==> src/rtl/ysyx_22050612_pkg.sv <==
// Shared constants for the write-back path: data/index widths and arbiter source encodings.
package ysyx_22050612_pkg;

    localparam int XLEN   = 64;
    localparam int GPR_AW = 5;

    localparam logic SRC_EXU = 1'b0;
    localparam logic SRC_LSU = 1'b1;

endpackage

==> src/rtl/ysyx_22050612_scoreboard.sv <==
// Per-GPR pending-write bits with one set port, one clear port and three read ports.
module ysyx_22050612_scoreboard
    import ysyx_22050612_pkg::*;
#(
    parameter int ADDR_W = GPR_AW
) (
    input  logic              clk,
    input  logic              rst,
    input  logic              set_en,
    input  logic [ADDR_W-1:0] set_idx,
    input  logic              clr_en,
    input  logic [ADDR_W-1:0] clr_idx,
    input  logic [ADDR_W-1:0] rd0_idx,
    input  logic [ADDR_W-1:0] rd1_idx,
    input  logic [ADDR_W-1:0] rd2_idx,
    output logic              rd0_busy,
    output logic              rd1_busy,
    output logic              rd2_busy
);

    localparam int NREG = 1 << ADDR_W;

    logic [NREG-1:0] busy_q;
    logic [NREG-1:0] busy_d;
    logic [NREG-1:0] set_mask;
    logic [NREG-1:0] clr_mask;

    // x0 never becomes busy: its mask bits are tied off.
    assign set_mask[0] = 1'b0;
    assign clr_mask[0] = 1'b0;

    generate
        for (genvar gi = 1; gi < NREG; gi++) begin : g_mask
            assign set_mask[gi] = set_en && (set_idx == ADDR_W'(gi));
            assign clr_mask[gi] = clr_en && (clr_idx == ADDR_W'(gi));
        end
    endgenerate

    // Set is applied after clear so a same-edge set on the same index wins.
    assign busy_d = (busy_q & ~clr_mask) | set_mask;

    always_ff @(posedge clk or posedge rst) begin
        if (rst) begin
            busy_q <= '0;
        end else begin
            busy_q <= busy_d;
        end
    end

    assign rd0_busy = busy_q[rd0_idx];
    assign rd1_busy = busy_q[rd1_idx];
    assign rd2_busy = busy_q[rd2_idx];

endmodule

==> src/rtl/ysyx_22050612_wb_arbiter.sv <==
// Arbitrates EXU/LSU write-backs onto the single GPR write port and gates issue on pending writes.
module ysyx_22050612_wb_arbiter
    import ysyx_22050612_pkg::*;
#(
    parameter int DATA_W    = XLEN,
    parameter int ADDR_W    = GPR_AW,
    parameter int PRIO_MODE = 0
) (
    input  logic              clk,
    input  logic              rst,
    input  logic              ex_valid,
    output logic              ex_ready,
    input  logic [ADDR_W-1:0] ex_rd,
    input  logic [DATA_W-1:0] ex_wdata,
    input  logic              ls_valid,
    output logic              ls_ready,
    input  logic [ADDR_W-1:0] ls_rd,
    input  logic [DATA_W-1:0] ls_wdata,
    input  logic              iss_valid,
    output logic              iss_ready,
    input  logic [ADDR_W-1:0] iss_rd,
    input  logic [ADDR_W-1:0] iss_rs1,
    input  logic [ADDR_W-1:0] iss_rs2,
    output logic              rf_wen,
    output logic [ADDR_W-1:0] rf_waddr,
    output logic [DATA_W-1:0] rf_wdata
);

    logic              ptr_q, ptr_d;
    logic              grant_ex, grant_ls;
    logic              rf_wen_q, rf_wen_d;
    logic [ADDR_W-1:0] rf_waddr_q, rf_waddr_d;
    logic [DATA_W-1:0] rf_wdata_q, rf_wdata_d;
    logic              rs1_busy, rs2_busy, rd_busy;

    always_comb begin
        grant_ex = 1'b0;
        grant_ls = 1'b0;
        ptr_d    = ptr_q;
        if (ex_valid && ls_valid) begin
            if ((PRIO_MODE != 0) || (ptr_q == SRC_LSU)) begin
                grant_ls = 1'b1;
            end else begin
                grant_ex = 1'b1;
            end
            // The loser of a contested cycle is favoured next time.
            ptr_d = grant_ls ? SRC_EXU : SRC_LSU;
        end else begin
            grant_ex = ex_valid;
            grant_ls = ls_valid;
        end
    end

    assign ex_ready = grant_ex;
    assign ls_ready = grant_ls;

    // Writes to x0 are accepted but never reach the register file.
    always_comb begin
        rf_wen_d   = 1'b0;
        rf_waddr_d = rf_waddr_q;
        rf_wdata_d = rf_wdata_q;
        if (grant_ls) begin
            rf_wen_d   = (ls_rd != '0);
            rf_waddr_d = ls_rd;
            rf_wdata_d = ls_wdata;
        end else if (grant_ex) begin
            rf_wen_d   = (ex_rd != '0);
            rf_waddr_d = ex_rd;
            rf_wdata_d = ex_wdata;
        end
    end

    always_ff @(posedge clk or posedge rst) begin
        if (rst) begin
            ptr_q      <= SRC_EXU;
            rf_wen_q   <= 1'b0;
            rf_waddr_q <= '0;
            rf_wdata_q <= '0;
        end else begin
            ptr_q      <= ptr_d;
            rf_wen_q   <= rf_wen_d;
            rf_waddr_q <= rf_waddr_d;
            rf_wdata_q <= rf_wdata_d;
        end
    end

    assign rf_wen   = rf_wen_q;
    assign rf_waddr = rf_waddr_q;
    assign rf_wdata = rf_wdata_q;

    assign iss_ready = ~rs1_busy & ~rs2_busy & ~rd_busy;

    ysyx_22050612_scoreboard #(
        .ADDR_W (ADDR_W)
    ) u_scoreboard (
        .clk      (clk),
        .rst      (rst),
        .set_en   (iss_valid && iss_ready && (iss_rd != '0)),
        .set_idx  (iss_rd),
        .clr_en   (rf_wen_q),
        .clr_idx  (rf_waddr_q),
        .rd0_idx  (iss_rs1),
        .rd1_idx  (iss_rs2),
        .rd2_idx  (iss_rd),
        .rd0_busy (rs1_busy),
        .rd1_busy (rs2_busy),
        .rd2_busy (rd_busy)
    );

endmodule

==> config.mk <==
export PLATFORM = sky130hd
export DESIGN_NAME = ysyx_22050612_wb_arbiter
export DESIGN_NICKNAME = d
export VERILOG_FILES = /design/src/rtl/ysyx_22050612_pkg.sv /design/src/rtl/ysyx_22050612_scoreboard.sv /design/src/rtl/ysyx_22050612_wb_arbiter.sv
export SDC_FILE = /design/constraint.sdc
export NUM_CORES = 1
export LEC_CHECK = 0
export CAP_MARGIN = 20
export CORE_ASPECT_RATIO = 0.6
export CORE_MARGIN = 1
export CORE_UTILIZATION = 44
export CTS_BUF_LIST = sky130_fd_sc_hd__clkbuf_4 sky130_fd_sc_hd__clkbuf_8
export DETAILED_ROUTE_END_ITERATION = 6
export PLACE_DENSITY = 0.87
export SLEW_MARGIN = 5
export SYNTH_ARGS = -nofsm -noshare
export SYNTH_HDL_FRONTEND = slang
export SYNTH_SLANG_ARGS = --single-unit
==> constraint.sdc <==
create_clock -name clk -period 3.8 [get_ports clk]
set_clock_uncertainty 0.15 [all_clocks]
set_input_delay 0.76 -clock clk [delete_from_list [all_inputs] [get_ports clk]]
set_output_delay 0.76 -clock clk [all_outputs]
set_load 0.1 [all_outputs]
==> results_dict.tcl, run 1 <==
set metrics [dict create \
    ant_nets 0 \
    worst_ep_arrival_time_ns 2.79 \
    internal_power_uw 2570 \
    r2r_start "u_scoreboard.busy_q[11]" \
    end_kind "output port" \
    syn-instance-count 541 \
    p_per_area_mw_per_mm2 654 \
    reg2reg_depth 7 \
    portBuffers 230 \
    synthArstFlopShare_pct 100 \
    drt-wirelength-per-cell_um 20.2 \
    start_kind "primary input" \
    regToRegEndpoint "u_scoreboard.busy_q[8]" \
    cts_sinks 102 \
    max_cap_violations 0 \
    p_clk_share_pct 12.5 \
    slew_headroom_pct 31.5 \
    routed_wl_um 18900 \
    grt.met3_usage_pct 9.56 \
    initial_utilization_pct 45.9 \
    rsz0062_at_grt "false" \
    cts_tree "yes" \
    pwr-share-seq_pct 35.0 \
    min_period_ns 3.70 \
    holdPathEnd "rf_wdata[57]" \
    clk_latency_ns 0.37 \
    yosys_warnings 0 \
    synth_cell_type_count 45 \
    design_area_mm2 0.00803 \
    max_stage_delay_ns 0.56 \
    placed_cells 915 \
    hp-class "reg -> reg" \
    path_buf_inv 3 \
    die_w_um 143 \
    layoutNonFillerInstCount 933 \
    finalSetupViolCount 0 \
    final_nets 926 \
    antenna_found_initial 1 \
    core-area_mm2 0.0115 \
    hold_depth 2 \
    vias 5415 \
    hold_slack_ns 0.367 \
    grt_usage_pct 31.1 \
    ctsLongestPathBuffers 2 \
    n_fill_cell 877 \
    clk_pin_slew_ns 0.10 \
    combPwrFrac_pct 52.5 \
    critical-path-top-delay-family "buffers and inverters" \
    syn_area_mm2 0.00527 \
    power.leakage_uw 0.00319 \
    fmax_mhz 270 \
    worst_pin_slew_ns 1.02 \
    cp_max_fo 2 \
    period_share_pct 97.5 \
    drt_iter0_drc 483 \
    numCtsBuffers 9 \
    synth-seq-cells 102 \
    htreeDepth 3 \
    synth_ff_type "dfrtp_1" \
    p_sw_uw 2680 \
    outcome "complete, no violations" \
    vias_per_cell 5.80 \
    syn_nets 699 \
    root_buffer "clkbuf_8" \
    die_h_um 86.8 \
    grt_overflow 0 \
    drive_above_1_share_pct 11.0 \
    hold_violations 0 \
    post_dp_cell_area_mm2 0.00780 \
    top_usage_layer "met2" \
    synth_edf_count 0 \
    syn2layout_area_growth_pct 52.3 \
    drc 0 \
    gp_congestion 0.999 \
    p_sw_share_pct 51.1 \
    grt_max_degree 67 \
    path_cells "clkdlybuf4s50_1 > mux4_1 > o21ai_0 > a21oi_1 > nor3_2 > nand3_2 > inv_2 > buf_12" \
    fin_util_pct 69.9 \
    worstSetupPathType "in -> out" \
    grt_pass1_wl_um 29100 \
    crit_required_ns 2.89 \
    n_antenna_cell 0 \
    syn_area_per_cell_um2 9.74 \
    dieArea_mm2 0.0124 \
    min_from "rf_wdata[57]" \
    critPathSlowestCell "mux4_1" \
    maxSlewViolCount 0 \
    met1_usage_pct 40.9 \
    firstDrtPassIters 5 \
    pin_count 231 \
    num_rows 30 \
    hpwl_um 14400 \
    regToRegSetupSlack_ns 0.99 \
    grt_pass1_vias 5432 \
    vdd_drop_max_mv 0.398 \
    use_met2_pct 49.2 \
    yosysSeqAreaShare_pct 48.4 \
]
synthesized netlist by cell type (2+ instances only):
| library cell | n | area, um^2 |
|---|---|---|
| clkbuf_1 | 21 | 78.8 |
| a221oi_1 | 4 | 35.0 |
| buf_2 | 2 | 10.0 |
| a21oi_1 | 9 | 45.0 |
| buf_1 | 8 | 30.0 |
| nor2b_1 | 9 | 56.3 |
| nand3b_1 | 2 | 15.0 |
| or4_1 | 2 | 15.0 |
| mux2_2 | 10 | 113 |
| nand2b_1 | 8 | 50.1 |
| nand2_1 | 23 | 86.3 |
| o22ai_1 | 67 | 419 |
| o21ai_0 | 37 | 185 |
| nand3_1 | 9 | 45.0 |
| mux4_1 | 5 | 131 |
| o41ai_1 | 3 | 26.3 |
| nor2_1 | 137 | 514 |
| nand4_1 | 2 | 12.5 |
| dfrtp_1 | 102 | 2550 |
| mux2i_1 | 3 | 30.0 |
| mux4_2 | 12 | 270 |
| o31ai_1 | 24 | 180 |
| inv_1 | 8 | 30.0 |
| buf_6 | 5 | 56.3 |
| nor3_1 | 2 | 10.0 |
| nor3b_1 | 5 | 37.5 |
| o41ai_2 | 4 | 65.1 |
routing by layer:
metal | part of all wire [%] | up-vias
met5 | 0.095 | -
met4 | 2.6 | 2
met3 | 11 | 58
met2 | 45 | 294
met1 | 41 | 2622
li1 | - | 2439
placed cells by master (no fill, tap or decap), types with 13 or more instances in the layout:
master / netlist / final
clkdlybuf4s50_1: 0 / 218
nor2_1: 137 / 137
dfrtp_1: 102 / 102
o22ai_1: 67 / 67
o21ai_0: 37 / 37
o31ai_1: 24 / 24
buf_4: 1 / 23
nand2_1: 23 / 21
mux4_2: 12 / 13
final cells by class:
cell class / instances / area (um^2) / share of cell area [%]
clock buffers: 11 / 145 / 1.81
clock inverters: 5 / 41.3 / 0.514
inverters: 8 / 32.5 / 0.405
multi-input cells: 394 / 2520 / 31.4
flip-flops and latches: 102 / 2550 / 31.8
well taps: 160 / 200 / 2.49
repair buffers: 253 / 2530 / 31.6
sequential cells by signal (all words and copies together) (netlist names):
name,count
rf_waddr,5
u_scoreboard.busy_q,31
rf_wen,1
rf_wdata,64
ptr_q,1
tightest hold or removal path: cells and delay by family, from the launching register on:
kind	cells	cell delay, ns
flops	1	0.35
simple gates	2	0.13
cell families (layout without fill, tap and decap cells):
family	after synthesis	in the layout	synth area share, %
compound gates	154	154	19.4
xor+xnor	1	1	0.166
buf+inv	45	277	4.04
flops	102	102	48.4
mux	31	31	10.5
simple gates	208	208	17.4
power groups by stage:
stage	registers, uW	logic, uW	clock network [uW]
after floorplan	2750	874	0
after CTS	1800	2740	663
after detailed placement	1820	2730	0
final	1840	2750	655
after global routing	1850	2880	707
after global placement	1830	2680	0
metrics by stage:
| step | setup slack [ns] | power [uW] | TNS, ns |
|---|---|---|---|
| 2_1_floorplan | 0.0978 | 3630 | 0 |
| 3_3_place_gp | -0.0521 | 4510 | -0.0521 |
| 3_5_place_dp | -0.0778 | 4560 | -0.0778 |
| 4_1_cts | 0.00228 | 5210 | 0 |
| 5_1_grt | 0.0126 | 5440 | 0 |
| 6_report | 0.0957 | 5240 | 0 |
worst max-delay path by stage:
stage / from / endpoint / slack [ns] / cells after the start
after floorplan: iss_rd[1] / iss_ready / 0.1 / 8
after global placement: iss_rs1[2] / iss_ready / -0.05 / 8
after detailed placement: iss_rs1[2] / iss_ready / -0.08 / 8
after CTS: iss_rs2[1] / iss_ready / 0.002 / 8
after global routing: iss_rs2[3] / iss_ready / 0.01 / 9
final: iss_rs1[0] / iss_ready / 0.1 / 8
timing repair:
| item | CTS | global route |
|---|---|---|
| hold buffers | 0 | 0 |
| pin swaps | 2 | 3 |
| setup endpoints to repair | 1 | 1 |
| gates resized for setup | 6 | 8 |
| setup buffers | 1 | 1 |
| cloned | 0 | 0 |
| endpoints found under the hold margin | 0 | 0 |
No activity file was read; power rests on OpenSTA's default activity.
==> run 2, diff against run 1 <==
--- a/config.mk
+++ b/config.mk
@@ -5,13 +5,15 @@
 export SDC_FILE = /design/constraint.sdc
 export NUM_CORES = 1
 export LEC_CHECK = 0
+export ABC_AREA = 1
 export CAP_MARGIN = 20
 export CORE_ASPECT_RATIO = 0.6
 export CORE_MARGIN = 1
-export CORE_UTILIZATION = 44
+export CORE_UTILIZATION = 46
 export CTS_BUF_LIST = sky130_fd_sc_hd__clkbuf_4 sky130_fd_sc_hd__clkbuf_8
+export CTS_CLUSTER_SIZE = 10
 export DETAILED_ROUTE_END_ITERATION = 6
-export PLACE_DENSITY = 0.87
+export PLACE_DENSITY = 0.88
 export SLEW_MARGIN = 5
 export SYNTH_ARGS = -nofsm -noshare
 export SYNTH_HDL_FRONTEND = slang
==> results_dict.tcl, run 2 <==
set metrics [dict create \
    die_w_um 149 \
    maxSlewViolCount 0 \
    clk_latency_ns 0.37 \
    drc 0 \
    worstSetupPathType "in -> out" \
    core-area_mm2 0.0123 \
    min_period_ns 3.53 \
    outcome "complete, no violations" \
    ant_nets 0 \
    regToRegEndpoint "rf_wdata[45]" \
    layoutNonFillerInstCount 1242 \
    yosysSeqAreaShare_pct 42.9 \
    pin_count 231 \
    synth_area_leaders "dfrtp_1, nand2_1, o21ai_0" \
    synthMuxAreaShare_pct 0 \
    post_dp_cell_area_mm2 0.00838 \
    regToRegSetupSlack_ns 1.76 \
    yosysMostFrequentCell "nand2_1" \
    firstDrtPassIters 5 \
    p_per_area_mw_per_mm2 555 \
    rsz0062_at_grt "false" \
    synth-seq-cells 102 \
    cts_resized 0 \
    cp_max_fo 20 \
    yosys_warnings 0 \
    num_rows 31 \
    n_antenna_cell 0 \
    yosys.area_share.simple_pct 30.3 \
    max_cap_violations 0 \
    gp_congestion 0.997 \
    min_from "rf_wdata[23]" \
    ctsLongestPathBuffers 2 \
    period_share_pct 93.0 \
    synthArstFlopShare_pct 100 \
    reg2reg_depth 7 \
    syn_area_per_cell_um2 6.90 \
    end_kind "output port" \
    dieArea_mm2 0.0134 \
    grt_max_degree 68 \
    design_area_mm2 0.00860 \
    fmax_mhz 283 \
    vias 6988 \
    post_cts_buffers 0 \
    grt_overflow 0 \
    hold_slack_ns 0.341 \
    power.leakage_uw 0.00381 \
    finalSetupViolCount 0 \
    portBuffers 230 \
    root_buffer "clkbuf_8" \
    largest_reg_flops 64 \
    syn-instance-count 863 \
    drive_above_1_share_pct 4.92 \
    synth-adder-area-share_pct 0 \
    htreeDepth 3 \
    hpwl_um 16100 \
    grt_usage_pct 32.2 \
    r2r_start "ptr_q" \
    setup_tns_ns 0 \
    cts.hold.buffers_added 0 \
    synth_top_family_by_area "simple AND/OR/NAND/NOR gates" \
    cts_tree "yes" \
    grt_pass1_vias 6339 \
    syn2layout_area_growth_pct 44.6 \
    drt_iter0_drc 916 \
    syn_nets 1021 \
    antenna_found_initial 0 \
    internal_power_uw 2380 \
    hold_depth 2 \
    crit_required_ns 2.89 \
    synth_compound_area_share_pct 17.7 \
    p_sw_uw 2400 \
    worst_pin_slew_ns 1.03 \
    numCtsBuffers 9 \
    synth_top_cell_by_area "dfrtp_1" \
    synth-xor-area-share_pct 0 \
    final_cell_mix "nand2_1, clkdlybuf4s50_1, nor2_1" \
    drt-wirelength-per-cell_um 17.6 \
    initial_utilization_pct 48.3 \
    synth_edf_count 0 \
    final_nets 1230 \
    yosys.area.top_type_share_pct 42.9 \
    hold_violations 0 \
    clk_pin_slew_ns 0.10 \
    synth_ff_type "dfrtp_1" \
    vdd_drop_max_mv 0.345 \
    syn_area_mm2 0.00595 \
    combPwrFrac_pct 50.9 \
    synth_cell_type_count 26 \
    slew_headroom_pct 31.0 \
    holdPathEnd "rf_wdata[23]" \
    p_clk_share_pct 14.9 \
    synth_top_cells_by_count "nand2_1, nor2_1, o21ai_0" \
    die_h_um 90.1 \
    grt_pass1_wl_um 33700 \
    fin_util_pct 69.8 \
    cts_sinks 102 \
    p_sw_share_pct 50.2 \
    pwr-share-seq_pct 34.1 \
    routed_wl_um 21900 \
    start_kind "primary input" \
    hp-class "reg -> reg" \
    vias_per_cell 5.63 \
    worst_ep_arrival_time_ns 2.62 \
    placed_cells 1225 \
]
[run 2: cell count changes after synthesis, moves of 16 or more]
cell | previous run | this run
a21oi_1 | 9 | 75
buf_2 | 2 | 18
inv_1 | 8 | 64
nand2_1 | 23 | 224
nand3_1 | 9 | 43
nand4_1 | 2 | 34
nor2_1 | 137 | 111
o21ai_0 | 37 | 106
o21ai_1 | 0 | 19
o22ai_1 | 67 | 1
o31ai_1 | 24 | 0
[run 2: layout make-up]
| class | instances | area (um^2) |
|---|---|---|
| Multi-Input combinational cell | 639 | 2870 |
| Clock buffer | 11 | 145 |
| Sequential cell | 102 | 2550 |
| Clock inverter | 5 | 58.8 |
| Timing Repair Buffer | 251 | 2510 |
| Inverter | 69 | 262 |
| Fill cell | 990 | 3730 |
| Tap cell | 165 | 206 |
[run 2: metrics by stage]
step,setup slack (ns),total power (uW)
after floorplan,0.215,3270
after global placement,0.323,3990
after detailed placement,0.310,4030
after CTS,0.295,4740
after global routing,0.0881,5000
final,0.265,4780
[run 2: logic make-up after synthesis]
kind of cell    Yosys count
compound gates          207
buf+inv                 122
simple gates            432
flops                   102
[run 2: worst max-delay path by stage]
stage	from	to	slack, ns	depth (start not counted)
floorplan	rst	ptr_q	0.21	1
global placement	iss_rd[0]	iss_ready	0.32	13
detailed placement	iss_rd[0]	iss_ready	0.31	13
CTS	iss_rd[0]	iss_ready	0.30	13
global route	iss_rd[0]	iss_ready	0.09	13
finish	iss_rd[0]	iss_ready	0.27	13
[run 2: metal layers]
metal	part of all wire (%)	GRT usage, %
met2	45	48.6
met3	12	9.80
met1	41	44.0
met4	2.7	10.5
met5	0	0
[run 2: critical path, stage by stage]
cell	delay [ns]
clkdlybuf4s50_1	0.50
buf_4	0.24
nand2_2	0.17
nor2_1	0.13
nor2_1	0.06
nand2_1	0.05
nand2_1	0.04
nand2_1	0.07
nor2_1	0.05
nor2_1	0.17
nor2_4	0.06
and2_1	0.16
buf_12	0.17
[run 2: power by group through the flow]
stage	Clock [uW]	Combinational [uW]	Sequential, uW
finish	713	2430	1630
global route	760	2580	1660
CTS	719	2400	1620
detailed placement	0	2390	1640
global placement	0	2360	1630
floorplan	0	794	2480
